`src/rtl/mpx_cfg_regs.sv`:
```
// mpx_cfg_regs: APB register file for the multi-channel MPX encoder (double-buffered gain/step, ROM loader, stat snapshots)
module mpx_cfg_regs #(
    parameter int NCH    = 2,
    parameter int ROM_AW = 10,
    parameter int ROM_DW = 8,
    parameter int STAT_W = 8
) (
    input  logic                  clk,
    input  logic                  reset,
    input  logic                  psel,
    input  logic                  penable,
    input  logic                  pwrite,
    input  logic [31:0]           paddr,
    input  logic [31:0]           pwdata,
    output logic [31:0]           prdata,
    output logic                  pready,
    output logic                  pslverr,
    input  logic                  sample_stb,
    output logic [NCH*32-1:0]     pilot_gain,
    output logic [NCH*32-1:0]     step,
    output logic                  cfg_update,
    output logic [ROM_AW-1:0]     rom_addr,
    output logic [ROM_DW-1:0]     rom_data,
    output logic                  rom_wr_en,
    output logic [NCH*2-1:0]      stat_cfg,
    output logic [NCH*32-1:0]     stat_limit,
    output logic [NCH-1:0]        stat_clr,
    input  logic [NCH*STAT_W-1:0] stat_min,
    input  logic [NCH*STAT_W-1:0] stat_max,
    input  logic [NCH*32-1:0]     stat_count
);
    localparam logic [0:0] IDLE    = 1'b0;
    localparam logic [0:0] PENDING = 1'b1;

    logic [0:0]        state;
    logic [ROM_AW-1:0] ptr;
    logic [31:0]       snap_cnt;
    logic [31:0]       gain_sh    [NCH];
    logic [31:0]       step_sh    [NCH];
    logic [STAT_W-1:0] snap_min   [NCH];
    logic [STAT_W-1:0] snap_max   [NCH];
    logic [31:0]       snap_count [NCH];
    logic [NCH-1:0]    cw;
    logic [31:0]       rd;
    logic [5:0]        word;
    logic [6:0]        cidx;
    logic [2:0]        off;
    logic access, wr, glob, ch_ok, mapped, ctrl_wr, force_wr, set_wr, stb_commit, commit;
    logic unused;

    assign unused     = ^{paddr[31:12], paddr[1:0]};
    assign access     = psel && penable;
    assign word       = paddr[7:2];
    assign off        = paddr[4:2];
    assign cidx       = paddr[11:5] - 7'd8;
    // Channel space starts at 0x100, so the global page and channel page never overlap.
    assign glob       = (paddr[11:8] == 4'd0) && (word <= 6'd4);
    assign ch_ok      = (paddr[11:5] >= 7'd8) && (cidx < 7'(NCH));
    assign mapped     = glob || ch_ok;
    assign pready     = access;
    assign pslverr    = access && !mapped;
    assign wr         = access && pwrite && mapped;
    assign ctrl_wr    = wr && glob && (word == 6'd0);
    assign force_wr   = ctrl_wr && pwdata[1];
    assign set_wr     = ctrl_wr && pwdata[0];
    assign stb_commit = (state == PENDING) && sample_stb;
    assign commit     = force_wr || stb_commit;
    assign prdata     = rd;

    // Per-channel write strobes and combinational read mux (unmapped addresses read 0).
    always_comb begin
        cw = '0;
        rd = '0;
        for (int c = 0; c < NCH; c++)
            cw[c] = wr && ch_ok && (cidx == 7'(c));
        if (glob)
            case (word)
                6'd0:    rd = {31'b0, state};
                6'd1:    rd = 32'(ptr);
                6'd3:    rd = snap_cnt;
                6'd4:    rd = {8'(NCH), 8'(ROM_AW), 16'h4D50};
                default: rd = '0;
            endcase
        else if (ch_ok)
            for (int c = 0; c < NCH; c++)
                if (cidx == 7'(c))
                    case (off)
                        3'd0:    rd = gain_sh[c];
                        3'd1:    rd = step_sh[c];
                        3'd2:    rd = 32'(stat_cfg[c*2+:2]);
                        3'd3:    rd = stat_limit[c*32+:32];
                        3'd4:    rd = 32'(snap_min[c]);
                        3'd5:    rd = 32'(snap_max[c]);
                        3'd6:    rd = snap_count[c];
                        default: rd = '0;
                    endcase
    end

    // Commit FSM: a forced commit wins over a new request; a request made on a strobe cycle waits for the next strobe.
    always_ff @(posedge clk)
        if (reset) begin
            state      <= IDLE;
            cfg_update <= 1'b0;
        end else begin
            state      <= force_wr ? IDLE : set_wr ? PENDING : stb_commit ? IDLE : state;
            cfg_update <= commit;
        end

    // Shadow/live gain and step, direct stat config, and clear pulses; live takes the pre-write shadow on a commit.
    always_ff @(posedge clk)
        if (reset) begin
            for (int c = 0; c < NCH; c++) begin
                gain_sh[c]             <= 32'h256;
                step_sh[c]             <= '0;
                pilot_gain[c*32+:32]   <= 32'h256;
                step[c*32+:32]         <= '0;
                stat_cfg[c*2+:2]       <= 2'b01;
                stat_limit[c*32+:32]   <= '0;
                stat_clr[c]            <= 1'b0;
            end
        end else begin
            for (int c = 0; c < NCH; c++) begin
                if (commit) begin
                    pilot_gain[c*32+:32] <= gain_sh[c];
                    step[c*32+:32]       <= step_sh[c];
                end
                if (cw[c] && off == 3'd0) gain_sh[c] <= pwdata;
                if (cw[c] && off == 3'd1) step_sh[c] <= pwdata;
                if (cw[c] && off == 3'd2) stat_cfg[c*2+:2] <= pwdata[1:0];
                if (cw[c] && off == 3'd3) stat_limit[c*32+:32] <= pwdata;
                stat_clr[c] <= cw[c] && off == 3'd7 && pwdata[0];
            end
        end

    // Auto-incrementing ROM loader: each data write emits one strobe and advances the pointer.
    always_ff @(posedge clk)
        if (reset) begin
            ptr       <= '0;
            rom_addr  <= '0;
            rom_data  <= '0;
            rom_wr_en <= 1'b0;
        end else begin
            rom_wr_en <= wr && glob && word == 6'd2;
            if (wr && glob && word == 6'd1) ptr <= pwdata[ROM_AW-1:0];
            if (wr && glob && word == 6'd2) begin
                rom_addr <= ptr;
                rom_data <= pwdata[ROM_DW-1:0];
                ptr      <= ptr + 1'b1;
            end
        end

    // Coherent snapshot of every channel's statistics on a single edge.
    always_ff @(posedge clk)
        if (reset) begin
            snap_cnt <= '0;
            for (int c = 0; c < NCH; c++) begin
                snap_min[c]   <= '0;
                snap_max[c]   <= '0;
                snap_count[c] <= '0;
            end
        end else if (wr && glob && word == 6'd3) begin
            snap_cnt <= snap_cnt + 1'b1;
            for (int c = 0; c < NCH; c++) begin
                snap_min[c]   <= stat_min[c*STAT_W+:STAT_W];
                snap_max[c]   <= stat_max[c*STAT_W+:STAT_W];
                snap_count[c] <= stat_count[c*32+:32];
            end
        end
endmodule
```
`config.mk`:
```
export PLATFORM = sky130hd
export DESIGN_NAME = mpx_cfg_regs
export DESIGN_NICKNAME = d
export VERILOG_FILES = /design/src/rtl/mpx_cfg_regs.sv
export SDC_FILE = /design/constraint.sdc
export NUM_CORES = 1
export LEC_CHECK = 0
export CAP_MARGIN = 20
export CORE_UTILIZATION = 24
export CTS_BUF_LIST = sky130_fd_sc_hd__clkbuf_16
export DETAILED_ROUTE_END_ITERATION = 12
export PLACE_DENSITY = 0.55
export SYNTH_ARGS = -nofsm -noshare
export SYNTH_HDL_FRONTEND = slang
export SYNTH_SLANG_ARGS = --single-unit
```
`constraint.sdc`:
```
create_clock -name clk -period 3.73 [get_ports clk]
set_input_delay 0.746 -clock clk [delete_from_list [all_inputs] [get_ports clk]]
set_output_delay 0.746 -clock clk [all_outputs]
set_load 0.02 [all_outputs]
```
==> results.yml <==
routing:
  route.detailed.drc: 0
  antenna_left: 0
  wirelength_um: 90800
  via_per_inst: 5.02
  routed-via-count: 18930
  drt-wirelength-per-cell_um: 24.1
  first_pass_iters: 5
  drt_first_iter_violations: 1775
pwr:
  design_power_total_uw: 11800
  power_density_nw_per_um2: 395
  power_leakage_uw: 0.0100
  vdd.ir_drop.worst_uv: 313
synthesis:
  synth_largest_type_area_fraction_pct: 32.0
  synthesized_area_per_cell_um2: 10.1
  synth_async_reset_ratio_pct: 0
  synth_seq_area_share_pct: 56.8
  synth_largest_area_cell: "sky130_fd_sc_hd__edfxtp_1"
  synth-edff-count: 224
  ys.flop_type: "sky130_fd_sc_hd__dfxtp_1"
  synth_top_cells_by_area: "sky130_fd_sc_hd__edfxtp_1 32%, sky130_fd_sc_hd__dfxtp_1 25%, sky130_fd_sc_hd__a21oi_1 5.9%"
  synth.lib_cells_used.distinct: 60
  synth-warning-count: 0
  syn_inst: 2074
  syn-num-nets: 2246
  yosys_register_bits: 485
  post_synth_instance_area_um2: 21000
clock_tree:
  holdBufCountCts: 0
  cts_tree: "done"
  worst_skew_pair.late_latency_ns: 0.59
  htree_num_levels: 2
  cts_num_sinks: 485
  cts_buffers: 53
  clock_tree.root_cell: "sky130_fd_sc_hd__clkbuf_16"
  clk_path_buf_depth: 3
  cts_clk_pin_slew_worst_paths_ns: 0.06
grt:
  grt_pass1_vias: 18494
  grt.overflow.total: 0
  grt_start_max_net_pins: 112
  grt_pass1_wl_um: 130000
  gr-usage-all-layers_pct: 19.8
  antenna_violations_before_repair: 11
worst_setup_path:
  required_ns: 2.98
  timing.critical_path.cells: "clkdlybuf4s15_2 -> and3b_4 -> buf_4 -> a22o_1 -> a221oi_2 -> buf_4 -> o21ai_0 -> o2bb2ai_2 -> buf_4"
  cpPeakStageDelay_ns: 0.57
  worst_path_dominant_cell_family: "buffers and inverters"
  cpMostUsedCell: "sky130_fd_sc_hd__buf_4"
  worst-endpoint-arrival_ns: 2.94
  timing_worst_setup_path_type: "in2out"
  cp-start-kind: "input port"
  timing.critical_path.to_type: "output port"
  worstPathBufferInverterCount: 4
  critical-path-slowest-cell: "sky130_fd_sc_hd__and3b_4"
  critical_path_peak_fanout: 12
min_path:
  min_path_type: "reg2reg"
floorplan:
  die_height_um: 298
  pin_count: 418
  initial_core_util_pct: 24.2
  die_area_um2: 88800
  die_x_um: 298
  core_region_area_um2: 86800
  fp-row-count: 108
final_layout:
  finalNetCount: 2737
  post-route-cell-area_um2: 29900
  layout.cells.most_common_list: "351 x sky130_fd_sc_hd__clkdlybuf4s50_1, 291 x sky130_fd_sc_hd__nand2_1, 261 x sky130_fd_sc_hd__dfxtp_1, 244 x sky130_fd_sc_hd__a21oi_1, 224 x sky130_fd_sc_hd__edfxtp_1"
  layout_commonest_cell: "sky130_fd_sc_hd__clkdlybuf4s50_1"
  drive_gt1_share_pct: 16.3
  areaGrowthSynthToFinish_pct: 42.1
  fillCellCount: 8908
timing:
  finalHoldWorstSlack_ns: 0.449
  finClkSkew_ns: 0.00919
  timing.max_slew.rel_slack_pct: 40.9
  finalCritPeriodShare_pct: 98.7
  finalHoldViolations: 0
  tmin_final_ns: 3.68
  worstMarginPinSlew_ns: 0.887
  maxClockFrequency_ghz: 0.272
  count_of_endpoints_failing_setup_in_the_final_report: 0
  grt_setup_unrepaired: "no"
  report.final.slew_viol_count: 0
run:
  cap_violations: 0
status:
  run_status: "completed"
placed_design:
  placement.io_buffers: 395
  dp_hpwl_um: 65600
  placedInstanceArea_um2: 27700
  globalplace.congestion: 0.890
## flip-flops by register name, indices dropped and copies added, names as in the netlist, 32 cells and up
| signal | flops |
|---|---|
| gain_sh | 64 |
| pilot_gain | 64 |
| snap_count | 64 |
| stat_limit | 64 |
| step | 64 |
| step_sh | 64 |
| snap_cnt | 32 |
## final timing paths
kind	from	endpoint	slack, ns	depth (start not counted)
worst max-delay path	paddr[4]	prdata[8]	0.05	9
worst min-delay path	pilot_gain[54]$_SDFFE_PP0P_	pilot_gain[54]$_SDFFE_PP0P_	0.45	2
worst max register to register	snap_cnt[8]$_SDFFE_PP0P_	snap_cnt[26]$_SDFFE_PP0P_	1.42	5
worst min register to register	pilot_gain[54]$_SDFFE_PP0P_	pilot_gain[54]$_SDFFE_PP0P_	0.45	2
## stage by stage
stage,setup slack [ns],setup TNS [ns],util (%),cells
after floorplan,0.138,0,-,2074
after global placement,-0.898,-17.34,32.0,3651
after detailed placement,-0.903,-18.50,32.0,3651
after CTS,0.00132,0,34.3,3763
after global routing,0.00443,0,34.4,3767
final,0.0479,0,34.5,3768
## worst reg2reg max path: cells and delay by family (launching register included)
family	cells	cell delay, ns
compound gates	1	0.15
flops	1	0.46
simple gates	4	1.62
## routing by layer
layer  global-route usage [%]  wire length, um
met4                     5.85             2550
met2                     31.3            41600
met1                     26.6            39400
met5                        0               51
met3                     4.67             7190
## where the power goes
group	switching, uW	leakage (uW)	total [uW]	internal, uW
logic	441	0.00489	801	360
registers	79.9	0.00423	5760	5680
clock network	2250	0.000882	5230	2990
total	2770	0.0100	11800	9020
## area by class of cell
class | count | area [um2] | share of cell area, %
multi-input combinational | 1387 | 8580 | 28.7
tap | 1155 | 1450 | 4.84
inverter | 19 | 71.3 | 0.239
antenna | 3 | 7.51 | 0.0251
timing repair buffer | 619 | 6120 | 20.5
clock buffer | 56 | 1400 | 4.69
sequential | 485 | 12000 | 40.0
clock inverter | 44 | 313 | 1.05
## cells by family (layout without fill, tap and decap cells)
| group | after synthesis | in the layout | synth area share, % |
|---|---|---|---|
| simple gates | 754 | 755 | 18.3 |
| compound gates | 575 | 575 | 17.9 |
| flops | 485 | 485 | 56.8 |
| buf+inv | 203 | 738 | 3.92 |
| mux | 34 | 34 | 1.98 |
| xor+xnor | 17 | 17 | 0.708 |
| fa+ha+maj | 6 | 6 | 0.357 |
| other cells | 0 | 3 | 0 |
## timing repair
action	CTS	global route
hold endpoints to repair	0	0
pin swaps	21	10
setup buffers	9	2
endpoints found under the setup margin	32	30
resized for setup	124	25
gates cloned	3	0
## Yosys cell counts, types with 4 or more instances
| master | number |
|---|---|
| sky130_fd_sc_hd__o2bb2ai_1 | 4 |
| sky130_fd_sc_hd__dfxtp_1 | 261 |
| sky130_fd_sc_hd__mux2_2 | 11 |
| sky130_fd_sc_hd__inv_1 | 18 |
| sky130_fd_sc_hd__o32ai_1 | 7 |
| sky130_fd_sc_hd__nand2b_1 | 15 |
| sky130_fd_sc_hd__or4_1 | 8 |
| sky130_fd_sc_hd__o21ai_0 | 51 |
| sky130_fd_sc_hd__xnor2_1 | 11 |
| sky130_fd_sc_hd__a221oi_1 | 64 |
| sky130_fd_sc_hd__or2_2 | 4 |
| sky130_fd_sc_hd__ha_1 | 6 |
| sky130_fd_sc_hd__nand4_1 | 77 |
| sky130_fd_sc_hd__a31o_2 | 5 |
| sky130_fd_sc_hd__buf_1 | 14 |
| sky130_fd_sc_hd__nor2_1 | 61 |
| sky130_fd_sc_hd__nand2_1 | 292 |
| sky130_fd_sc_hd__nor3_1 | 39 |
| sky130_fd_sc_hd__xor2_1 | 6 |
| sky130_fd_sc_hd__buf_4 | 5 |
| sky130_fd_sc_hd__and4_1 | 10 |
| sky130_fd_sc_hd__a22o_1 | 60 |
| sky130_fd_sc_hd__o22ai_1 | 25 |
| sky130_fd_sc_hd__nor2b_1 | 6 |
| sky130_fd_sc_hd__a211oi_1 | 4 |
| sky130_fd_sc_hd__and3_1 | 12 |
| sky130_fd_sc_hd__o31ai_1 | 67 |
| sky130_fd_sc_hd__mux2i_1 | 18 |
| sky130_fd_sc_hd__a21oi_1 | 247 |
| sky130_fd_sc_hd__a22oi_1 | 22 |
| sky130_fd_sc_hd__mux4_2 | 5 |
| sky130_fd_sc_hd__or3_1 | 11 |
| sky130_fd_sc_hd__clkbuf_1 | 135 |
| sky130_fd_sc_hd__nand3_1 | 32 |
| sky130_fd_sc_hd__and2_1 | 160 |
| sky130_fd_sc_hd__a2bb2oi_1 | 7 |
| sky130_fd_sc_hd__buf_2 | 28 |
| sky130_fd_sc_hd__edfxtp_1 | 224 |
| sky130_fd_sc_hd__nor4_1 | 8 |
Power figures use the tool's default switching activity.
